$ cat src/rtl/mesh_term_port.sv
// Terminal endpoint for one mesh edge port: TX packet assembly into a FWFT FIFO,
// paced RX pop with destination check, and saturating traffic/error statistics.
module mesh_term_port #(
  parameter int unsigned pckg_sz    = 40,
  parameter int unsigned fifo_depth = 4,
  parameter int unsigned id_r       = 0,
  parameter int unsigned id_c       = 0,
  parameter int unsigned cnt_w      = 16
) (
  input  logic               clk,
  input  logic               rst,
  input  logic               tx_push,
  input  logic [3:0]         tx_row,
  input  logic [3:0]         tx_col,
  input  logic               tx_mode,
  input  logic [pckg_sz-18:0] tx_payload,
  output logic               tx_full,
  output logic               pndng_o,
  output logic [pckg_sz-1:0] data_o,
  input  logic               popin,
  input  logic               pndng_i,
  input  logic [pckg_sz-1:0] data_i,
  output logic               pop_o,
  output logic               rx_valid,
  output logic [pckg_sz-1:0] rx_data,
  input  logic               rx_ready,
  output logic [cnt_w-1:0]   tx_cnt,
  output logic [cnt_w-1:0]   rx_cnt,
  output logic [cnt_w-1:0]   err_cnt,
  output logic               tx_overflow,
  output logic               proto_err
);

  localparam int unsigned PW = (fifo_depth > 1) ? $clog2(fifo_depth) : 1;
  localparam int unsigned CW = $clog2(fifo_depth + 1);

  typedef enum logic [1:0] {
    IDLE,
    POP,
    GAP0,
    GAP1
  } rx_state_e;

  function automatic logic [cnt_w-1:0] sat_inc(input logic [cnt_w-1:0] v);
    return (&v) ? v : v + 1'b1;
  endfunction

  function automatic logic [PW-1:0] ptr_inc(input logic [PW-1:0] p);
    return (p == PW'(fifo_depth - 1)) ? '0 : p + 1'b1;
  endfunction

  // ---------------- TX FIFO ----------------
  logic [pckg_sz-1:0] mem_q [fifo_depth];
  logic [PW-1:0]      wr_ptr_q, wr_ptr_d;
  logic [PW-1:0]      rd_ptr_q, rd_ptr_d;
  logic [CW-1:0]      count_q, count_d;
  logic [cnt_w-1:0]   tx_cnt_q, tx_cnt_d;
  logic               tx_ovf_q, tx_ovf_d;
  logic               proto_q, proto_d;
  logic               nonempty, full, pop_ok, push_ok;
  logic [pckg_sz-1:0] tx_word;

  assign tx_word  = {8'h00, tx_row, tx_col, tx_mode, tx_payload};
  assign nonempty = (count_q != '0);
  assign full     = (count_q == CW'(fifo_depth));

  always_comb begin
    pop_ok   = popin && nonempty;
    // A pop in the same edge frees the slot, so a push into a full FIFO is still taken.
    push_ok  = tx_push && (!full || pop_ok);
    wr_ptr_d = push_ok ? ptr_inc(wr_ptr_q) : wr_ptr_q;
    rd_ptr_d = pop_ok ? ptr_inc(rd_ptr_q) : rd_ptr_q;
    count_d  = count_q;
    if (push_ok && !pop_ok) begin
      count_d = count_q + 1'b1;
    end else if (pop_ok && !push_ok) begin
      count_d = count_q - 1'b1;
    end
    tx_cnt_d = pop_ok ? sat_inc(tx_cnt_q) : tx_cnt_q;
    tx_ovf_d = tx_ovf_q | (tx_push & ~push_ok);
    proto_d  = proto_q | (popin & ~nonempty);
  end

  always_ff @(posedge clk or negedge rst) begin
    if (!rst) begin
      wr_ptr_q <= '0;
      rd_ptr_q <= '0;
      count_q  <= '0;
      tx_cnt_q <= '0;
      tx_ovf_q <= 1'b0;
      proto_q  <= 1'b0;
    end else begin
      wr_ptr_q <= wr_ptr_d;
      rd_ptr_q <= rd_ptr_d;
      count_q  <= count_d;
      tx_cnt_q <= tx_cnt_d;
      tx_ovf_q <= tx_ovf_d;
      proto_q  <= proto_d;
    end
  end

  always_ff @(posedge clk) begin
    if (push_ok) begin
      mem_q[wr_ptr_q] <= tx_word;
    end
  end

  assign pndng_o     = nonempty;
  assign data_o      = nonempty ? mem_q[rd_ptr_q] : '0;
  assign tx_full     = full;
  assign tx_cnt      = tx_cnt_q;
  assign tx_overflow = tx_ovf_q;
  assign proto_err   = proto_q;

  // ---------------- RX path ----------------
  rx_state_e          state_q, state_d;
  logic               capture, misroute;
  logic               rx_valid_q, rx_valid_d;
  logic [pckg_sz-1:0] rx_data_q, rx_data_d;
  logic [cnt_w-1:0]   rx_cnt_q, rx_cnt_d;
  logic [cnt_w-1:0]   err_cnt_q, err_cnt_d;

  assign misroute = (data_i[pckg_sz-9 -: 4] != 4'(id_r)) ||
                    (data_i[pckg_sz-13 -: 4] != 4'(id_c));

  always_comb begin
    state_d = state_q;
    capture = 1'b0;
    case (state_q)
      IDLE: if (pndng_i && !rx_valid_q) state_d = POP;
      POP: begin
        capture = 1'b1;
        state_d = GAP0;
      end
      // Two idle cycles let the mesh's registered pndng reflect the pop.
      GAP0:    state_d = GAP1;
      GAP1:    state_d = IDLE;
      default: state_d = IDLE;
    endcase
    rx_valid_d = capture ? 1'b1 : (rx_ready ? 1'b0 : rx_valid_q);
    rx_data_d  = capture ? data_i : rx_data_q;
    rx_cnt_d   = capture ? sat_inc(rx_cnt_q) : rx_cnt_q;
    err_cnt_d  = (capture && misroute) ? sat_inc(err_cnt_q) : err_cnt_q;
  end

  always_ff @(posedge clk or negedge rst) begin
    if (!rst) begin
      state_q    <= IDLE;
      rx_valid_q <= 1'b0;
      rx_data_q  <= '0;
      rx_cnt_q   <= '0;
      err_cnt_q  <= '0;
    end else begin
      state_q    <= state_d;
      rx_valid_q <= rx_valid_d;
      rx_data_q  <= rx_data_d;
      rx_cnt_q   <= rx_cnt_d;
      err_cnt_q  <= err_cnt_d;
    end
  end

  assign pop_o    = (state_q == POP);
  assign rx_valid = rx_valid_q;
  assign rx_data  = rx_data_q;
  assign rx_cnt   = rx_cnt_q;
  assign err_cnt  = err_cnt_q;

endmodule

$ cat config.mk
export PLATFORM = sky130hd
export DESIGN_NAME = mesh_term_port
export DESIGN_NICKNAME = d
export VERILOG_FILES = /design/src/rtl/mesh_term_port.sv
export SDC_FILE = /design/constraint.sdc
export NUM_CORES = 1
export LEC_CHECK = 0
export ABC_CLOCK_PERIOD_IN_PS = 4900
export CAP_MARGIN = 20
export CORE_UTILIZATION = 45
export CTS_CLUSTER_SIZE = 20
export DETAILED_ROUTE_END_ITERATION = 12
export PLACE_DENSITY = 0.79
export SLEW_MARGIN = 40
export SYNTH_ARGS = -nofsm -noshare
export SYNTH_HDL_FRONTEND = slang
export SYNTH_SLANG_ARGS = --single-unit
$ cat constraint.sdc
create_clock -name clk -period 4.9 [get_ports clk]
set_input_delay 1.225 -clock clk [delete_from_list [all_inputs] [get_ports clk]]
set_output_delay 1.225 -clock clk [all_outputs]
set_load 0.05 [all_outputs]
# ---- Yosys cells after proc, flatten, opt, wreduce, memory -nomap -nowiden
# Memories as Yosys holds them, arrays and structs flattened.
# Cells that the tools add are included.
dict set report totals {
  reg_bits 100
  ramBits 128
  in_bits 78
  output_inout_bits 134
  elab_cells 71
  n_memories 1
}
# name depth word_bits rd rd_ports_with_merged_regs wr line_no
set mem_list {}
lappend mem_list {mem_q 4 32 1 0 1 53} ;# logic [pckg_sz-1:0] mem_q [fifo_depth];
dict set report op_classes {
  addsub 7
  n_eq_ne 7
  n_mux 12
  n_bitwise 9
  reduce_logical 24
}
# op count
set op_table {}
lappend op_table {{$add 16x1->16 const B} 3}
lappend op_table {{$reduce_and 16->1} 3}
lappend op_table {{$mux 40} 1}
lappend op_table {{$eq 2x2->1 const B} 4}
lappend op_table {{$pmux 2 s4} 1}
lappend op_table {{$reduce_bool 4->1} 2}
lappend op_table {{$logic_and 1x1->1} 6}
lappend op_table {{$mux 2} 3}
lappend op_table {{$mux 3} 2}
lappend op_table {{$reduce_and 2->1} 3}
lappend op_table {{$mux 1} 5}
lappend op_table {{$not 1->1} 5}
lappend op_table {{$add 2x1->2 const B} 2}
lappend op_table {{$logic_not 1->1} 4}
lappend op_table {{$reduce_bool 2->1} 2}
lappend op_table {{$add 3x1->3 const B} 1}
lappend op_table {{$eq 3x3->1 const B} 1}
lappend op_table {{$reduce_bool 3->1} 1}
lappend op_table {{$sub 3x1->3 const B} 1}
lappend op_table {{$and 1x1->1} 2}
lappend op_table {{$eq 2x1->1 const B} 1}
lappend op_table {{$logic_not 2->1} 1}
lappend op_table {{$logic_or 1x1->1} 2}
lappend op_table {{$ne 2x2->1 const B} 1}
lappend op_table {{$or 1x1->1} 2}

# ---- Logic depth before layout (Yosys ltp)
# Gate-level depths: netlist of the first run.
dict set report depth {
  ltp_word 8
  mapped_depth 10
  mapped_depth_nobuf 9
}

# ---- Least setup slack after synthesis of the first run
# OpenSTA, ideal clock, no wires.
dict set report synth_timing {
  kind {reg2reg}
  start {reg count_q[0]}
  end {reg count_q[1]}
  setup_ps 125
  t_arrival_ps 3050
  t_required_ps 4775
  setup_slack_ps 1726
  stages_incl_launch_ff 9
  cell_sequence {dfrtp_1 -> nor3b_1 -> nor2b_1 -> nor2b_1 -> clkbuf_1 -> ha_1 -> inv_1 -> fa_1 -> mux2_2}
}
# element line_no
set synth_lines {}
lappend synth_lines {{start, declared} 56} ;# logic [CW-1:0] count_q, count_d;
lappend synth_lines {{start signal, assigned} 95} ;# count_q <= count_d;
lappend synth_lines {{$eq 3x3->1} 65} ;# assign full = (count_q == CW'(fifo_depth));
lappend synth_lines {{named net tx_full} 17} ;# output logic tx_full,
lappend synth_lines {{$logic_not 1->1} 70} ;# push_ok = tx_push && (!full || pop_ok);
lappend synth_lines {{$logic_or 1x1->1} 70}
lappend synth_lines {{$logic_and 1x1->1} 70}
lappend synth_lines {{named net push_ok} 60} ;# logic nonempty, full, pop_ok, push_ok;
lappend synth_lines {{$logic_and 1x1->1} 74} ;# if (push_ok && !pop_ok) begin
lappend synth_lines {{$mux 3} 74}
lappend synth_lines {{named net count_d[1]} 56}
# The timed path passes the listed nets, and every way through them passes these cells. The select of a mux whose other input is x is not followed.
# A chain may end at the register's enable or synchronous reset.

# ---- Worst setup path in the final report of the first run
dict set report layout_timing {
  start {reg rd_ptr_q[0]}
  end {out data_o[29]}
}
dict set report layout_between {
  elab_chain_cells 2
}
# element line_no
set layout_rtl {}
lappend layout_rtl {{start, declared} 55} ;# logic [PW-1:0] rd_ptr_q, rd_ptr_d;
lappend layout_rtl {{start signal, assigned} 94} ;# rd_ptr_q <= rd_ptr_d;
lappend layout_rtl {{$mem_v2 4x32} n/a}
lappend layout_rtl {{$mux 40} 109} ;# assign data_o = nonempty ? mem_q[rd_ptr_q] : '0;
lappend layout_rtl {{end, declared} 19} ;# output logic [pckg_sz-1:0] data_o,
# Every way passes these cells.

==> results of run 1 <==
state kept, by name (all words and copies together), names as in the netlist:
| signal | cells |
|---|---|
| state_q | 2 |
| err_cnt | 16 |
| tx_overflow | 1 |
| rx_cnt | 16 |
| mem_q | 128 |
| rx_data | 40 |
| rd_ptr_q | 2 |
| proto_err | 1 |
| count_q | 3 |
| rx_valid | 1 |
| tx_cnt | 16 |
| wr_ptr_q | 2 |
cells by family (layout without fill, tap and decap cells):
family	after synthesis	after routing
flops	228	228
simple gates	137	137
mux	82	82
xor+xnor	43	43
buf+inv	38	264
compound gates	29	29
fa+ha+maj	14	14
other cells	1	8
power by group through the flow:
stage / Clock [uW] / Combinational, uW / Sequential (uW)
6_report: 1800 / 4210 / 2900
3_3_place_gp: 0 / 4170 / 2910
3_5_place_dp: 0 / 4250 / 2940
2_1_floorplan: 0 / 2040 / 3740
5_1_grt: 1910 / 4420 / 2970
4_1_cts: 1840 / 4260 / 2910
cells in the final DEF (no fill, tap or decap), types with 3 or more instances in the layout:
cell | synthesis | final
nor3_1 | 12 | 12
clkinvlp_4 | 0 | 3
mux4_2 | 32 | 32
o2111ai_1 | 4 | 4
buf_4 | 8 | 7
a21oi_1 | 4 | 4
edfxtp_1 | 128 | 128
nor2_1 | 12 | 12
dfrtp_1 | 100 | 99
a21o_1 | 4 | 4
ha_1 | 13 | 12
o21ai_0 | 6 | 6
xor2_1 | 29 | 29
and4_1 | 3 | 3
xnor2_1 | 14 | 14
nor4_1 | 6 | 5
or3_1 | 3 | 3
inv_1 | 12 | 11
conb_1 | 1 | 8
nand2_1 | 17 | 17
and2_1 | 38 | 38
bufinv_16 | 0 | 3
nor3b_1 | 4 | 4
clkbuf_8 | 0 | 5
clkbuf_16 | 0 | 23
nand4_1 | 12 | 12
clkdlybuf4s50_1 | 0 | 202
nand3_1 | 11 | 11
nor4b_1 | 3 | 3
clkinv_1 | 0 | 3
or4_4 | 3 | 3
mux2_2 | 49 | 49
synth_stat cells (all sizes together) (5+ instances only):
library cell    n
nor2           12
nand3          12
nor4            8
o21ai           7
nand2          17
inv            12
nor3           13
xnor2          14
ha             13
nand4          12
mux4           32
mux2           50
clkbuf          7
buf            19
edfxtp        128
and2           38
xor2           29
dfrtp         100
a21oi           5
area by class of cell:
class                   count  area [um2]
multi-input cells         313        2950
well taps                 270         338
clock inverters            13         149
repair buffers            211        2110
inverters                  12        45.0
clock buffers              28         644
flip-flops and latches    228        6350
fillers                  1460        7790
layer usage:
metal	GRT usage, %	up-vias	wire length, um
met2	31.0	224	9520
met1	22.3	2802	7730
met5	0	-	0
met4	4.69	0	329
met3	4.94	30	1580
li1	-	2577	-
worst min path at each step:
stage                                      start                      to  cells after the start
final                        proto_err$_DFF_PN0_     proto_err$_DFF_PN0_                      1
after global routing       tx_overflow$_DFF_PN0_   tx_overflow$_DFF_PN0_                      1
after CTS                    proto_err$_DFF_PN0_     proto_err$_DFF_PN0_                      1
after detailed placement     proto_err$_DFF_PN0_     proto_err$_DFF_PN0_                      1
after global placement     tx_overflow$_DFF_PN0_   tx_overflow$_DFF_PN0_                      1
after floorplan           count_q[2]$_DFFE_PN0P_  count_q[2]$_DFFE_PN0P_                      1
critical path: cells and delay by family (launching register included):
kind	cells	cell delay, ps
buffers and inverters	2	970
DFF	1	750
muxes	1	530
and+or+nand+nor	1	170
metrics by stage:
| step | instances | hold WS, ps |
|---|---|---|
| floorplan | 579 | 510 |
| global placement | 1034 | 446 |
| detailed placement | 1034 | 453 |
| CTS | 1075 | 468 |
| global route | 1075 | 491 |
| finish | 1075 | 466 |
==> summary.md, run 1 <==
| Metric | Value |
|---|---|
| Total grt overflow | `0` |
| Static leakage | `0.00471 uW` |
| Post-Synth XOR/XNOR Area | `3.99%` |
| Tcrit/Tclk final | `84.8%` |
| Syn Area/Cell | `16.5 um2` |
| RR Startpoint | `state_q[1]$_DFFE_PN0P_` |
| WP data arrival | `2930 ps` |
| Clk pin slew, worst setup/hold paths | `70 ps` |
| Top Ports | `212` |
| Cell Pwr Density | `709 nW/um2` |
| FFs w/ async S/R, synth | `43.9%` |
| CP Capture Point | `data_o[29]` |
| Effective utilization at floorplan | `between 40% and 50%` |
| Proportion of layout cells with a drive suffix above 1 | `between 10% and 20%` |
| Tot Pwr | `just under 9000 uW` |
| Nets | `roughly 880` |
| CTS tree | `done` |
| Final setup viols | `0` |
| Clk pwr share | `20.2%` |
| Worst Setup End Kind | `output port` |
| Initial drt markers | `232` |
| Comb pwr share | `47.3%` |
| Sequential Power Share | `32.6%` |
| Die Ht | `approximately 150 um` |
| DR WL/cell | `roughly 18 um` |
| TritonCTS Buffers | `23` |
| Hpwl dp | `around 13 mm` |
| Setup WS pre-CTS | `1200 ps` |
| Synth cell types | `50` |
| Drt total wl | `approximately 19 mm` |
| Max clock buf depth | `3` |
| Max VDD drop | `0.483 mV` |
| Total vias in the final route | `between 5000 and 6000` |
| Mux contribution to synthesized area | `13.6%` |
| Sw frac | `41.0%` |
| Worst setup margin | `744 ps` |
| Cell taking the most area after synthesis | `edfxtp_1` |
| Setup crit start kind | `register` |
| Initial antenna violation count | `0` |
| GRT Total Usage | `18.0%` |
| Die Width | `147 um` |
| Synth area leaders | `edfxtp_1 (41%), dfrtp_1 (27%), mux4_2 (7.6%)` |
| Final Skew | `12.8 ps` |
| Clock latency on the worst-skew pair | `around 500 ps` |
| Aggregate negative setup slack | `0 ps` |
| Ant diodes | `0` |
| Worst Hold Class | `register to register` |
| Max-slew violations | `0` |
| Clk root buf | `clkbuf_16` |
| Worst-margin pin slew | `840 ps` |
| Vias in the first global route | `approximately 6000` |
| Crit path required time | `3670 ps` |
| Cells after Synth | `572` |
| Hold_buf cts | `0` |
| Reg2reg end | `rx_cnt[15]$_DFFE_PN0P_` |
| Top FF cell, synth | `edfxtp_1` |
| Fin. Hold Viols | `0` |
| Status | `complete, no violations` |
| CP Class | `register to output port` |
| Post-route antenna net violation count | `0` |
| Register area share after synthesis | `67.3%` |
| First-pass GRT wire length | `slightly above 30 mm` |
| CP max stage delay | `750 ps` |
| #FFs+latches synth | `228` |
| Register-to-Register Setup Slack | `around 2400 ps` |
| Mapped cell area | `9430 um2` |
| Total core area | `about 20000 um2` |
| Internal Power | `5260 uW` |
| Postcts setup bufs | `0` |
| Die area | `21500 um2` |
| Slew HR | `between 40 and 50%` |
| Gpl congestion | `0.803` |
| Adder-Cell Fraction of Synth Area | `about 1.9%` |
| Crit path from | `rd_ptr_q[0]$_DFFE_PN0P_` |
| Simple logic cell fraction of the synthesized area | `under 10%` |
| Switching pwr | `3650 uW` |
| Dpl cell area | `11800 um2` |
| Slowest stage cell, crit path | `dfrtp_2` |
| Finished Cell Area | `12600 um2` |
| Via density per instance | `5.24` |
| CTS Sinks | `228` |
| Final worst path period need | `4160 ps` |
| R2R cell count | `7` |
| Compound-Gate Fraction of Synth Area | `approximately 2.3%` |
| Largest net degree at the start of global routing | `72` |
| Row count | `52` |
| Yosys warns | `0` |
| Htree depth | `1` |
| Post-CTS Resized | `0` |
| Max cap viols | `0` |
| Largest family of logic cells by synthesized area | `multiplexers` |
| Max Fclk | `0.241 GHz` |
| DR pass1 iterations | `4` |
| CP Cell Sequence | `buf_12, mux4_2, and2_1, clkdlybuf4s50_1` |
| Share of the synthesized area in the top cell type | `40.8%` |
| I/O Buffers | `203` |
| Syn-to-layout area delta | `33.4%` |
| Post-layout util | `about three fifths` |
| CP Max Fanout | `18` |
| Drt drc | `0` |
| RSZ-0062 raised after global routing | `false` |
| EDFF count, synth | `128` |
Note: power is estimated with default switching activity, not from simulation.
==> run 2: changes to the inputs <==
--- a/config.mk
+++ b/config.mk
@@ -5,7 +5,7 @@
 export SDC_FILE = /design/constraint.sdc
 export NUM_CORES = 1
 export LEC_CHECK = 0
-export ABC_CLOCK_PERIOD_IN_PS = 4900
+export ABC_CLOCK_PERIOD_IN_PS = 3960
 export CAP_MARGIN = 20
 export CORE_UTILIZATION = 45
 export CTS_CLUSTER_SIZE = 20
==> constraint.sdc (replaced) <==
create_clock -name clk -period 3.96 [get_ports clk]
set_input_delay 0.99 -clock clk [delete_from_list [all_inputs] [get_ports clk]]
set_output_delay 0.99 -clock clk [all_outputs]
set_load 0.05 [all_outputs]
==> run 2 against run 1 <==
  * Largest power group unchanged
  * Global-route usage rose by 0.65 points
  * Sequential share of layout area rose by 0.095 points
  * Critical path depth did not move
  * Clock skew fell by 6.2 ps
  * Core utilization fell by 0.092 points
  * Via count barely moved
  * Count of clock-buffer cells in the layout rose by 1
==> summary.md, run 2 (synthesis gave the netlist of run 1 again) <==
| Metric | Value |
|---|---|
| Gpl congestion | `0.813` |
| Initial drt markers | `297` |
| Clock latency on the worst-skew pair | `between 500 and 600 ps` |
| RSZ-0062 raised after global routing | `false` |
| Cell Pwr Density | `873 nW/um2` |
| Htree depth | `1` |
| Hold endpoint | `proto_err$_DFF_PN0_` |
| Fillers | `1457` |
| Via density per instance | `5.23` |
| Clk pwr share | `19.2%` |
| Largest net degree at the start of global routing | `54` |
| Reg2reg end | `rx_cnt[15]$_DFFE_PN0P_` |
| Most frequent cells in the layout | `clkdlybuf4s50_1 (200), edfxtp_1 (128), dfrtp_1 (99)` |
| CTS tree | `done` |
| CP top delay family | `buffers and inverters` |
| CP Max Fanout | `21` |
| Final worst path period need | `3770 ps` |
| Sequential Power Share | `33.0%` |
| Sw frac | `41.7%` |
| CP Class | `register to output port` |
| Row count | `52` |
| Ant diodes | `0` |
| Setup crit start kind | `register` |
| Post-route antenna net violation count | `0` |
| Static leakage | `0.00471 uW` |
| Hpwl dp | `approximately 13 mm` |
| Total grt overflow | `0` |
| I/O Buffers | `203` |
| Total vias in the final route | `5635` |
| Aggregate negative setup slack | `0 ps` |
| Die area | `between 20000 and 25000 um2` |
| Crit path required time | `2970 ps` |
| Slew HR | `a little under half` |
| Total core area | `between 20000 and 25000 um2` |
| Clk pin slew, worst setup/hold paths | `roughly 60 ps` |
| DR pass1 iterations | `6` |
| Seq. cell area | `~6300 um2` |
| Syn-to-layout area delta | `33.2%` |
| Worst setup margin | `around 190 ps` |
| Most common cell after layout, fill and taps aside | `clkdlybuf4s50_1` |
| Max Fclk | `about 0.27 GHz` |
| Max clock buf depth | `3` |
| Worst-margin pin slew | `around 800 ps` |
| Clk root buf | `clkbuf_16` |
| Setup WS pre-CTS | `580 ps` |
| Drt total wl | `19.9 mm` |
| Max FFs per register | `128` |
| Hold-critical path depth | `1` |
| HP Start | `proto_err$_DFF_PN0_` |
| Initial antenna violation count | `0` |
| Status | `complete, no violations` |
| Nets | `882` |
| Switching pwr | `4570 uW` |
| WP data arrival | `2780 ps` |
| Max-slew violations | `0` |
| Top reg by flops | `mem_q` |
| CP Cell Sequence | `buf_12, mux4_2, and2_1, clkdlybuf4s50_1` |
| Internal Power | `6390 uW` |
| Effective utilization at floorplan | `46.3%` |
| CP max stage delay | `about 700 ps` |
| Max cap viols | `0` |
| Fin. Hold Viols | `0` |
| Register-to-Register Setup Slack | `1410 ps` |
| Max VDD drop | `0.513 mV` |
| Die Width | `147 um` |
| Worst Setup End Kind | `output port` |
| Worst Hold Class | `register to register` |
| Drt drc | `0` |
| Die Ht | `between 100 and 150 um` |
| Vias in the first global route | `6138` |
| Worst Path Buf+Inv | `2` |
| DR WL/cell | `between 15 and 20 um` |
| R2R cell count | `7` |
| Final Skew | `6.60 ps` |
| First-pass GRT wire length | `31.9 mm` |
| TritonCTS Buffers | `24` |
| Tcrit/Tclk final | `95.2%` |
| CTS Sinks | `228` |
| GRT Total Usage | `18.6%` |
| Final setup viols | `0` |
| Comb pwr share | `a little under half` |
| Top Ports | `roughly 210` |
| Slowest stage cell, crit path | `clkdlybuf4s50_1` |
| Proportion of layout cells with a drive suffix above 1 | `18.3%` |
| RR Startpoint | `state_q[1]$_DFFE_PN0P_` |
| Multi-input logic area | `2960 um2` |
[run 2: layer usage]
layer	global-route usage (%)	share of wire (%)	up-vias
met5	0	0	-
met4	4.43	1.6	0
met3	4.75	6.9	30
met2	33.2	51	196
met1	22.6	40	2829
li1	-	-	2580
[run 2: worst max-delay path by stage]
| stage | cells past startpoint | endpoint | from |
|---|---|---|---|
| after floorplan | 8 | count_q[1]$_DFFE_PN0P_ | count_q[0]$_DFFE_PN0P_ |
| after global placement | 4 | data_o[12] | rd_ptr_q[0]$_DFFE_PN0P_ |
| after detailed placement | 4 | data_o[29] | rd_ptr_q[0]$_DFFE_PN0P_ |
| after CTS | 4 | data_o[12] | rd_ptr_q[0]$_DFFE_PN0P_ |
| after global routing | 4 | data_o[12] | rd_ptr_q[0]$_DFFE_PN0P_ |
| final | 4 | data_o[12] | rd_ptr_q[0]$_DFFE_PN0P_ |
[run 2: through the flow]
| step | total power (uW) | instance area [um2] | std cells | hold slack, ps | util (%) |
|---|---|---|---|---|---|
| floorplan | 7160 | 9460 | 579 | 510 | - |
| global placement | 8770 | 11800 | 1034 | 443 | 57.9 |
| detailed placement | 8930 | 11800 | 1034 | 447 | 57.9 |
| CTS | 11100 | 12500 | 1078 | 474 | 61.6 |
| global route | 11400 | 12600 | 1078 | 495 | 61.7 |
| finish | 11000 | 12600 | 1078 | 470 | 61.7 |
[run 2: power groups by stage]
| stage | Clock (uW) | Sequential [uW] | Combinational [uW] |
|---|---|---|---|
| 5_1_grt | 2240 | 3700 | 5490 |
| 4_1_cts | 2160 | 3610 | 5300 |
| 3_5_place_dp | 0 | 3650 | 5280 |
| 6_report | 2100 | 3610 | 5240 |
| 2_1_floorplan | 0 | 4630 | 2520 |
| 3_3_place_gp | 0 | 3600 | 5180 |
[run 2: layout make-up]
| type | instances | share of cell area, % |
|---|---|---|
| Timing Repair Buffer | 211 | 16.9 |
| Multi-Input combinational cell | 313 | 23.5 |
| Clock inverter | 15 | 0.847 |
| Inverter | 12 | 0.359 |
| Sequential cell | 228 | 50.6 |
| Tap cell | 270 | 2.69 |
| Clock buffer | 29 | 5.10 |
[run 2: what timing repair did]
| item | in CTS | in global routing |
|---|---|---|
| buffers inserted | 0 | 0 |
| setup endpoints to repair | 0 | 18 |
| hold buffers | 0 | 0 |
| resized for setup | 0 | 1 |
==> run 3: changes to the inputs <==
--- a/config.mk
+++ b/config.mk
@@ -7,6 +7,7 @@
 export LEC_CHECK = 0
 export ABC_CLOCK_PERIOD_IN_PS = 3960
 export CAP_MARGIN = 20
+export CORE_MARGIN = 8
 export CORE_UTILIZATION = 45
 export CTS_CLUSTER_SIZE = 20
 export DETAILED_ROUTE_END_ITERATION = 12
==> run 3 against run 2 <==
  * Flip-flop and latch count is the same
  * Combinational power about the same
  * Sequential share of layout area fell by 0.18 points
  * Clock power up 5%
  * Fmax increased by 4.7%
  * Cell count grew 0.65%
  * Hold slack worse by 22 ps
  * Count of clock-buffer cells in the layout fell by 3
  * Sequential power fell by 2%
  * Critical endpoint is now data_o[22]
  * Final area grew 0.32%
  * Wire length up 0.31%
==> summary.md, run 3 (synthesis gave the netlist of run 1 again) <==
| Metric | Value |
|---|---|
| First-pass GRT wire length | `between 30 and 40 mm` |
| Clock latency on the worst-skew pair | `500 ps` |
| Slew HR | `48.8%` |
| Most frequent cells in the layout | `clkdlybuf4s50_1 (202), edfxtp_1 (128), dfrtp_1 (99)` |
| Top reg by flops | `mem_q` |
| Die area | `25800 um2` |
| Post-route antenna net violation count | `0` |
| Vias in the first global route | `5897` |
| CP Max Fanout | `18` |
| Syn-to-layout area delta | `33.6%` |
| RSZ-0062 raised after global routing | `false` |
| Gpl congestion | `~0.80` |
| Proportion of layout cells with a drive suffix above 1 | `18.3%` |
| Via density per instance | `5.12` |
| CP top delay family | `buffers and inverters` |
| Drt total wl | `19.9 mm` |
| Crit path from | `rd_ptr_q[0]$_DFFE_PN0P_` |
| GRT Total Usage | `15.2%` |
| Die Width | `161 um` |
| Reg2reg end | `rx_cnt[15]$_DFFE_PN0P_` |
| Clk root buf | `clkbuf_16` |
| Cell Pwr Density | `873 nW/um2` |
| CP Class | `register to output port` |
| Max clock buf depth | `3` |
| Slowest stage cell, crit path | `clkdlybuf4s50_1` |
| CP max stage delay | `690 ps` |
| Top Ports | `212` |
| Worst Path Buf+Inv | `2` |
| Worst Setup End Kind | `output port` |
| Max cap viols | `0` |
| Ant diodes | `0` |
| Nets | `885` |
| CTS Sinks | `228` |
| Row count | `53` |
| Total vias in the final route | `5554` |
| CTS tree | `done` |
| Crit path depth | `4` |
| Total core area | `20800 um2` |
| Status | `complete, no violations` |
| WP data arrival | `approximately 2600 ps` |
| DR WL/cell | `18.4 um` |
| Postcts setup bufs | `0` |
| Die Ht | `161 um` |
| Initial antenna violation count | `1` |
| CP Cell Sequence | `buf_4, mux4_2, and2_1, clkdlybuf4s50_1` |
| Static leakage | `0.00471 uW` |
| Hold_buf cts | `0` |
| Post-CTS Resized | `0` |
| Drt drc | `0` |
| Aggregate negative setup slack | `0 ps` |
| Largest net degree at the start of global routing | `57` |
| Clk pin slew, worst setup/hold paths | `60 ps` |
| Final Skew | `4.97 ps` |
| Initial drt markers | `256` |
| Fin. Hold Viols | `0` |
| Effective utilization at floorplan | `45.3%` |
| DR pass1 iterations | `4` |
| Tcrit/Tclk final | `90.9%` |
| Final setup viols | `0` |
| RR Startpoint | `state_q[1]$_DFFE_PN0P_` |
| Worst Hold Class | `input pin to asynchronous set/reset pin` |
| Htree depth | `1` |
| Fillers | `approximately 1600` |
| Final worst path period need | `3600 ps` |
| Max FFs per register | `approximately 130` |
| TritonCTS Buffers | `24` |
| Setup crit start kind | `register` |
| R2R cell count | `7` |
| Crit path required time | `2970 ps` |
| Hpwl dp | `13.6 mm` |
| Register-to-Register Setup Slack | `between 1500 and 2000 ps` |
| Max VDD drop | `about 0.63 mV` |
| Worst-margin pin slew | `763 ps` |
| Most common cell after layout, fill and taps aside | `clkdlybuf4s50_1` |
| Max Fclk | `between 0.2 and 0.3 GHz` |
| Hold Slack | `448 ps` |
| Max-slew violations | `0` |
| Total grt overflow | `0` |
| I/O Buffers | `203` |
==> run 3: cell count changes in the layout (fill, tap and decap cells not counted), sizes merged <==
cell,change
buf,+1
bufinv,+2
clkbuf,-3
clkinv,-2
clkinvlp,+2
clkdlybuf4s50,+2
==> run 3: worst reg2reg max path, delay by kind of cell (launching register included) <==
| family | cells | cell delay [ps] |
|---|---|---|
| and+or+nand+nor | 3 | 1020 |
| buffers and inverters | 2 | 620 |
| DFF | 1 | 380 |
| adders and majority gates | 1 | 200 |
| xor gates and xnor gates | 1 | 160 |
==> run 3: worst max-delay path by stage <==
stage	end	slack, ps
2_1_floorplan	count_q[1]$_DFFE_PN0P_	790
3_3_place_gp	count_q[2]$_DFFE_PN0P_	810
3_5_place_dp	count_q[2]$_DFFE_PN0P_	750
4_1_cts	data_o[0]	300
5_1_grt	data_o[0]	230
6_report	data_o[22]	360
==> run 3: stage by stage <==
| stage | std cells | util [%] | total power (uW) | worst slack (ps) | area [um2] |
|---|---|---|---|---|---|
| global route | 1085 | 60.5 | 11500 | 229 | 12600 |
| CTS | 1085 | 60.5 | 11200 | 298 | 12600 |
| global placement | 1042 | 56.7 | 8810 | 808 | 11800 |
| floorplan | 579 | - | 7160 | 786 | 9460 |
| detailed placement | 1042 | 56.7 | 8890 | 747 | 11800 |
| finish | 1085 | 60.5 | 11000 | 360 | 12600 |
==> run 3: where the power goes <==
part | internal, uW | total, uW | switching, uW
clock | 1340 | 2200 | 869
combinational | 1980 | 5270 | 3290
sequential | 3180 | 3530 | 349
==> run 3: area by class of cell <==
cell class / instances / area, um2 / share of cell area, %
repair buffers: 214 / 2130 / 16.9
clock inverters: 17 / 160 / 1.27
well taps: 275 / 344 / 2.73
multi-input cells: 313 / 2940 / 23.4
clock buffers: 26 / 629 / 5.00
inverters: 12 / 45.0 / 0.358
flip-flops and latches: 228 / 6350 / 50.4
==> run 3: layer usage <==
layer,wire (um),up-vias,global-route usage (%)
met2,9460,175,23.9
met1,8230,2779,19.3
met3,1950,24,6.35
met5,13,-,0
met4,284,2,3.49
li1,-,2574,-
